--- config.mk ---
export PLATFORM = sky130hd
export DESIGN_NAME = calc1_port_driver
export DESIGN_NICKNAME = d
export VERILOG_FILES = /design/src/rtl/calc1_pkg.sv /design/src/rtl/calc1_resp_timer.sv /design/src/rtl/calc1_port_driver.sv
export SDC_FILE = /design/constraint.sdc
export NUM_CORES = 1
export LEC_CHECK = 0
export BUFFER_PORTS_ARGS = -buffer_cell sky130_fd_sc_hd__buf_2
export CAP_MARGIN = 5
export CORE_ASPECT_RATIO = 1.25
export CORE_MARGIN = 5
export CORE_UTILIZATION = 45
export DETAILED_ROUTE_END_ITERATION = 16
export PLACE_DENSITY = 0.78
export SLEW_MARGIN = 10
export SYNTH_ARGS = -nofsm -noshare
export SYNTH_HDL_FRONTEND = slang
export SYNTH_SLANG_ARGS = --single-unit
--- constraint.sdc ---
create_clock -name c_clk -period 3.6 [get_ports c_clk]
set_clock_uncertainty 0.05 [all_clocks]
set_input_delay 0.54 -clock c_clk [delete_from_list [all_inputs] [get_ports c_clk]]
set_output_delay 0.54 -clock c_clk [all_outputs]
set_load 0.05 [all_outputs]
--- src/rtl/calc1_pkg.sv ---
// Shared calc1 definitions: command/response codes and the port driver state encoding.
package calc1_pkg;

  localparam logic [3:0] CMD_NOP = 4'd0;
  localparam logic [3:0] CMD_ADD = 4'd1;
  localparam logic [3:0] CMD_SUB = 4'd2;
  localparam logic [3:0] CMD_SHL = 4'd5;
  localparam logic [3:0] CMD_SHR = 4'd6;

  localparam logic [1:0] RESP_NONE = 2'd0;
  localparam logic [1:0] RESP_OK   = 2'd1;
  localparam logic [1:0] RESP_ERR  = 2'd2;
  localparam logic [1:0] RESP_RSVD = 2'd3;

  typedef enum logic [2:0] {
    ST_IDLE      = 3'd0,
    ST_SEND_CMD  = 3'd1,
    ST_SEND_OP2  = 3'd2,
    ST_WAIT_RESP = 3'd3,
    ST_HOLD_RSP  = 3'd4
  } drv_state_e;

  // Commands that the calc1 port actually implements.
  function automatic logic cmd_allowed(input logic [3:0] cmd);
    return (cmd == CMD_ADD) || (cmd == CMD_SUB) || (cmd == CMD_SHL) || (cmd == CMD_SHR);
  endfunction

endpackage

--- src/rtl/calc1_resp_timer.sv ---
// Response wait counter: terminal count fires on the TIMEOUT_CYCLES-th enabled cycle after clear.
module calc1_resp_timer #(
  parameter int TIMEOUT_CYCLES = 64
) (
  input  logic c_clk,
  input  logic reset,
  input  logic clear,
  input  logic enable,
  output logic tc
);

  localparam int W = (TIMEOUT_CYCLES > 1) ? $clog2(TIMEOUT_CYCLES + 1) : 1;
  localparam logic [W-1:0] LAST = W'(TIMEOUT_CYCLES - 1);

  logic [W-1:0] count;

  always_ff @(posedge c_clk) begin
    if (!reset) begin
      count <= '0;
    end else if (clear) begin
      count <= '0;
    end else if (enable) begin
      count <= count + W'(1);
    end
  end

  assign tc = enable && (count == LAST);

endmodule

--- src/rtl/calc1_port_driver.sv ---
// Serializes one calc1 operation onto a port, waits (with timeout) and returns the result.
// Build option: define CALC1_DRV_CMD_FILTER_EN to reject commands the port does not implement.
module calc1_port_driver
  import calc1_pkg::*;
#(
  parameter int TIMEOUT_CYCLES = 64
) (
  input  logic        c_clk,
  input  logic        reset,
  input  logic        req_valid,
  output logic        req_ready,
  input  logic [3:0]  req_cmd,
  input  logic [31:0] req_op1,
  input  logic [31:0] req_op2,
  output logic [3:0]  calc_cmd,
  output logic [31:0] calc_data,
  input  logic [1:0]  calc_resp,
  input  logic [31:0] calc_out_data,
  output logic        rsp_valid,
  input  logic        rsp_ready,
  output logic [1:0]  rsp_code,
  output logic [31:0] rsp_data,
  output logic        rsp_timeout,
  output logic        err_spurious,
  output logic [2:0]  dbg_state
);

`ifdef CALC1_DRV_CMD_FILTER_EN
  localparam bit FILTER_EN = 1'b1;
`else
  localparam bit FILTER_EN = 1'b0;
`endif

  // Handshakes: a transfer happens on a rising edge where valid and ready are both 1;
  // valid never depends on ready, and a held rsp_* payload stays stable until taken.
  drv_state_e  state, state_d;
  logic        req_ready_d, rsp_valid_d, rsp_timeout_d, err_d;
  logic [3:0]  calc_cmd_d;
  logic [31:0] calc_data_d, rsp_data_d, op2_q, op2_d;
  logic [1:0]  rsp_code_d;
  logic        timer_clr, timer_en, timer_tc;

  calc1_resp_timer #(.TIMEOUT_CYCLES(TIMEOUT_CYCLES)) u_timer (
    .c_clk  (c_clk),
    .reset  (reset),
    .clear  (timer_clr),
    .enable (timer_en),
    .tc     (timer_tc)
  );

  always_ff @(posedge c_clk) begin
    if (!reset) begin
      state        <= ST_IDLE;
      req_ready    <= 1'b0;
      calc_cmd     <= '0;
      calc_data    <= '0;
      rsp_valid    <= 1'b0;
      rsp_code     <= '0;
      rsp_data     <= '0;
      rsp_timeout  <= 1'b0;
      err_spurious <= 1'b0;
      op2_q        <= '0;
    end else begin
      state        <= state_d;
      req_ready    <= req_ready_d;
      calc_cmd     <= calc_cmd_d;
      calc_data    <= calc_data_d;
      rsp_valid    <= rsp_valid_d;
      rsp_code     <= rsp_code_d;
      rsp_data     <= rsp_data_d;
      rsp_timeout  <= rsp_timeout_d;
      err_spurious <= err_d;
      op2_q        <= op2_d;
    end
  end

  always_comb begin
    state_d       = state;
    calc_cmd_d    = '0;
    calc_data_d   = '0;
    rsp_valid_d   = rsp_valid;
    rsp_code_d    = rsp_code;
    rsp_data_d    = rsp_data;
    rsp_timeout_d = rsp_timeout;
    op2_d         = op2_q;
    timer_clr     = 1'b0;
    timer_en      = 1'b0;
    // A response code outside WAIT_RESP is flagged and otherwise ignored.
    err_d = err_spurious || ((calc_resp != RESP_NONE) && (state != ST_WAIT_RESP));

    case (state)
      ST_IDLE: begin
        if (req_valid && req_ready) begin
          op2_d = req_op2;
          if (FILTER_EN && !cmd_allowed(req_cmd)) begin
            state_d       = ST_HOLD_RSP;
            rsp_valid_d   = 1'b1;
            rsp_code_d    = RESP_ERR;
            rsp_data_d    = '0;
            rsp_timeout_d = 1'b0;
          end else begin
            state_d     = ST_SEND_CMD;
            calc_cmd_d  = req_cmd;
            calc_data_d = req_op1;
          end
        end
      end
      ST_SEND_CMD: begin
        state_d     = ST_SEND_OP2;
        calc_data_d = op2_q;
      end
      ST_SEND_OP2: begin
        state_d   = ST_WAIT_RESP;
        timer_clr = 1'b1;
      end
      ST_WAIT_RESP: begin
        if (calc_resp != RESP_NONE) begin
          state_d       = ST_HOLD_RSP;
          rsp_valid_d   = 1'b1;
          rsp_code_d    = calc_resp;
          rsp_data_d    = calc_out_data;
          rsp_timeout_d = 1'b0;
        end else begin
          timer_en = 1'b1;
          if (timer_tc) begin
            state_d       = ST_HOLD_RSP;
            rsp_valid_d   = 1'b1;
            rsp_code_d    = RESP_NONE;
            rsp_data_d    = '0;
            rsp_timeout_d = 1'b1;
          end
        end
      end
      ST_HOLD_RSP: begin
        if (rsp_ready) begin
          state_d     = ST_IDLE;
          rsp_valid_d = 1'b0;
        end
      end
      default: state_d = ST_IDLE;
    endcase

    req_ready_d = (state_d == ST_IDLE);
  end

  assign dbg_state = state;

endmodule

Word level (Yosys, flattened, before mapping)
Index checks and enable logic that the tools add are counted.
- output and inout port bits: 77
- word-level logic and storage cells: 54
- input bits: 106
- flip-flop bits (word level): 116
- add/subtract/negate cells: 1
- reduce and logical (&&, ||, !) cells: 14
- equal/unequal tests: 8
- bitwise gates (word level): 1
- muxes and demuxes: 19
- operators with widths (operator ; number):
    $mux W32 ; 3
    $pmux W32 S2 ; 1
    $pmux W3 S5 ; 1
    $mux W3 ; 4
    $add A7 B1 Y7 const B ; 1
    $eq A7 B6 Y1 const B ; 1
    $mux W1 ; 7
    $eq A3 B2 Y1 const B ; 2
    $logic_not A3 Y1 ; 2
    $reduce_and A3 Y1 ; 2
    $reduce_bool A2 Y1 ; 3
    $mux W2 ; 2
    $reduce_and A2 Y1 ; 2
    $eq A3 B1 Y1 const B ; 1
    $eq A3 B3 Y1 const B ; 1
    $logic_and A1 B1 Y1 ; 3
    $ne A3 B2 Y1 const B ; 1
    $ne A3 B3 Y1 const B ; 1
    $ne A2 B2 Y1 const B ; 1
    $pmux W1 S2 ; 1
    $reduce_or A2 Y1 ; 1
    $logic_or A1 B1 Y1 ; 1
    $not A1 Y1 ; 1

Longest topological paths before layout
- word-level depth: 8
- depth in mapped cells: 7

Hierarchy
Synthesis repeated with hierarchy kept, for this count alone.
- cells, all modules: 373
- area total of the unflattened synthesis: 4122.7 sq um
- by module, submodules not included (module ; cells an instance ; area an instance (sq um) ; instances ; seq. area each (sq um)):
    calc1_port_driver ; 342 ; 3839.9 ; 1 ; 2182.1
    calc1_resp_timer ; 31 ; 282.8 ; 1 ; 140.1

Worst setup path before layout
No wires, ideal clock.
- path kind: register to register
- start point: register state[2], in the netlist dbg_state[2]
- end point: register state[2], in the netlist dbg_state[2]
- data arrival time: 1.691 ns
- buffers on the path: 2
- stages on the path, launching flop included: 6
- library setup time: 0.115 ns
- period minus slack after synthesis: 1.856 ns
- path slack: 1.744 ns
- path through: dfxtp_1 -> buf_2 -> and3b_1 -> buf_2 -> a221o_1 -> and2_1
- cells in the longest elaborated chain, start to end: 6
- RTL lines (item ; RTL line ; RTL):
    start: declaration ; calc1_port_driver.sv:36 ; drv_state_e state, state_d;
    start signal: assignment ; calc1_port_driver.sv:64 ; state <= state_d;
    $eq A3 B2 Y1 ; calc1_port_driver.sv:91 ; case (state)
    $mux W1 ; calc1_port_driver.sv:91 ;
    $logic_and A1 B1 Y1 ; calc1_resp_timer.sv:27 ; assign tc = enable && (count == LAST);
    $mux W3 ; calc1_port_driver.sv:125 ; if (timer_tc) begin
    $mux W3 ; calc1_port_driver.sv:117 ; if (calc_resp != RESP_NONE) begin
    $pmux W3 S5 (*) ; calc1_port_driver.sv:91 ;
Mark *: on every way between the ends. The rest lies on a longest branch, timed or not.
A chain may end at the register's enable or synchronous reset.

Worst setup path after layout
- start point: register state[1], in the netlist dbg_state[1]
- end point: register rsp_data[24]
- cells in the longest elaborated chain, start to end: 5
- RTL lines (item ; RTL line ; RTL):
    $eq A3 B2 Y1 (*) ; calc1_port_driver.sv:91 ;
    $mux W1 ; calc1_port_driver.sv:91 ;
    $logic_and A1 B1 Y1 ; calc1_resp_timer.sv:27 ;
    $reduce_bool A2 Y1 (no line) ; - ;
    $reduce_and A2 Y1 (no line) (*) ; - ;
    end signal: assignment ; calc1_port_driver.sv:70 ; rsp_data <= rsp_data_d;
    end: declaration ; calc1_port_driver.sv:22 ; output logic [31:0] rsp_data,
Marks and branches as above.

==> impl_metrics.json <==
{
  "setup-tns-final_ns": 0,
  "dp_hpwl_um": 7730,
  "post_cts_buffers": 0,
  "drtIter0Drc": 142,
  "cellPowerDensity_nw_per_um2": 595,
  "yosysMostFrequentCell": "dfxtp_1",
  "hold_viol": 0,
  "io_pins": 183,
  "clock_latency_ns": 0.40,
  "synth-edff-count": 0,
  "htree_levels": 4,
  "peakVddDrop_mv": 0.344,
  "path_max_fanout": 36,
  "worstSetupPathType": "reg2reg",
  "synth_top_area_share_pct": 53.8,
  "grt_usage_pct": 19.9,
  "vias_per_cell": 5.04,
  "dr.pass1.iters": 4,
  "max_stage_delay_ns": 0.56,
  "cpMaxStageDelayCell": "nand3b_2",
  "drc": 0,
  "port_buffers": 182,
  "cts_made_buffers": 17,
  "cts.path.max_buffers": 2,
  "finalSetupViolCount": 0,
  "r2r_setup_slack_ns": 1.48,
  "synth_area_leaders": "dfxtp_1 (54%), nand2_1 (9.0%), a21boi_1 (7.0%)",
  "hold_buffers": 0,
  "root_buffer": "clkbuf_16",
  "synth_commonest_cells": "dfxtp_1 (116), nand2_1 (103), nor2_1 (42)",
  "p_leak_uw": 0.00262,
  "end_kind": "flip-flop",
  "wl_per_cell_um": 14.2,
  "grt_max_degree": 80,
  "antenna_left": 0,
  "cp_num_buf_inv": 1,
  "yosysTopAreaCell": "dfxtp_1",
  "hold_path.class": "in2reg",
  "seq_area_frac_synth_pct": 53.8,
  "overflow": 0,
  "relSlewSlack_pct": 27.6,
  "rsz0062_at_grt": "false",
  "finalCritPeriodShare_pct": 59.0,
  "yosys_warnings": 0,
  "design.core.area_sq_um": 9510,
  "max_cap_violations": 0,
  "critical_path_arrival_ns": 2.39,
  "syn_to_final_growth_pct": 37.0,
  "outcome": "finished, final reports clean",
  "place_congestion": 0.797,
  "startpoint": "dbg_state[1]",
  "drive_above_1_share_pct": 33.7,
  "ys_ff_latch": 116,
  "die_w_um": 97.6,
  "antenna_found_initial": 3,
  "routed_wl_um": 11200,
  "cts_tree": "built",
  "cts.repair.resized": 0,
  "clk_pin_slew_ns": 0.05,
  "die-area_sq_um": 11700,
  "grt_pass1_wl_um": 18900,
  "critPathTopFamily": "simple AND/OR/NAND/NOR gates",
  "async_flop_share_pct": 0,
  "cts.sinks": 116,
  "synthDistinctLibCells": 40,
  "path_cells": "nand3b_2 -> nor2_2 -> buf_4 -> nand2_1 -> a21boi_0",
  "ys.flop_type": "dfxtp_1",
  "timing.rr.start": "dbg_state[1]",
  "syn_area_sq_um": 4320,
  "die_h_um": 120,
  "start_util_pct": 45.4,
  "worst_slew_pin_slew_ns": 1.08,
  "nNetsFinal": 759,
  "finalCriticalPeriod_ns": 2.12,
  "rows": 40,
  "cp-start-kind": "flip-flop",
  "hold_path_startpoint": "req_cmd[2]",
  "synth_nets": 588,
  "syn_avg_cell_area_sq_um": 8.98,
  "syn-instance-count": 481,
  "vias": 3994,
  "grt_pass1_vias": 4029,
  "drv_slew": 0,
  "max_freq_ghz": 0.471,
  "total_power_uw": 3520,
  "cp.required_ns": 3.87
}
==> final timing paths <==
kind                  endpoint  depth (start not counted)
setup / recovery  rsp_data[24]                          5
hold / removal     calc_cmd[2]                          2
hold reg to reg      op2_q[16]                          2
setup reg to reg  rsp_data[24]                          5
==> layer usage <==
layer	up-vias	global-route usage, %	part of all wire, %
met1	1819	22.7	39
met5	-	0	0.27
met3	24	9.36	11
met2	163	31.9	48
met4	6	8.66	1.6
li1	1982	-	-
==> final cells by class <==
cell class | instances | area, sq um
antenna | 1 | 2.50
clock buffer | 23 | 488
timing repair buffer | 188 | 963
multi-input combinational | 328 | 1830
inverter | 1 | 3.75
tap | 126 | 158
sequential | 116 | 2320
fill | 816 | 3590
clock inverter | 9 | 149
==> cell usage in the layout (no fill, tap or decap), types with 4 or more instances in the layout <==
cell type	count
and2_1	6
and3_1	4
dfxtp_1	116
bufinv_16	4
o21ai_0	33
clkbuf_8	4
clkinv_2	4
nand2_1	103
a21oi_1	4
clkbuf_16	17
a21boi_1	40
nor2_1	42
a22oi_1	32
buf_4	5
a21boi_0	25
buf_2	182
xor2_1	4
nand3_1	4
==> report_power, final <==
group	internal, uW	switching, uW	leakage (uW)	total [uW]
Combinational	126	255	0.00136	382
Clock	1230	546	0.000317	1770
Sequential	1340	26.8	0.000939	1370
Total	2690	828	0.00262	3520
==> kinds of logic (layout without fill, tap and decap cells) <==
logic type	after synthesis	count (layout)	synth area share [%]
other	0	1	0
AND/OR/NAND/NOR	178	178	17.8
buffers and inverters	37	221	4.06
adder cells (fa/ha/maj)	1	1	0.290
AO/OA/AOI/OAI	143	143	22.9
XOR/XNOR	6	6	1.22
flip-flops	116	116	53.8
==> flip-flops by register name, indices dropped and copies added, names as in the netlist <==
| name | flops |
|---|---|
| u_timer.count | 7 |
| calc_cmd | 4 |
| rsp_timeout | 1 |
| err_spurious | 1 |
| rsp_data | 32 |
| op2_q | 32 |
| calc_data | 32 |
| rsp_code | 2 |
| dbg_state | 3 |
| req_ready | 1 |
| rsp_valid | 1 |
==> metrics by stage <==
step	worst slack, ns	hold slack [ns]	cells	utilization (%)	cell area, sq um
floorplan	1.74	0.385	481	-	4320
global placement	1.60	0.392	758	55.3	5260
detailed placement	1.47	0.395	758	55.3	5260
CTS	1.44	0.308	790	62.0	5900
global route	1.22	0.315	791	62.2	5910
finish	1.48	0.319	792	62.2	5910
Note: power is estimated with default switching activity, not from simulation.
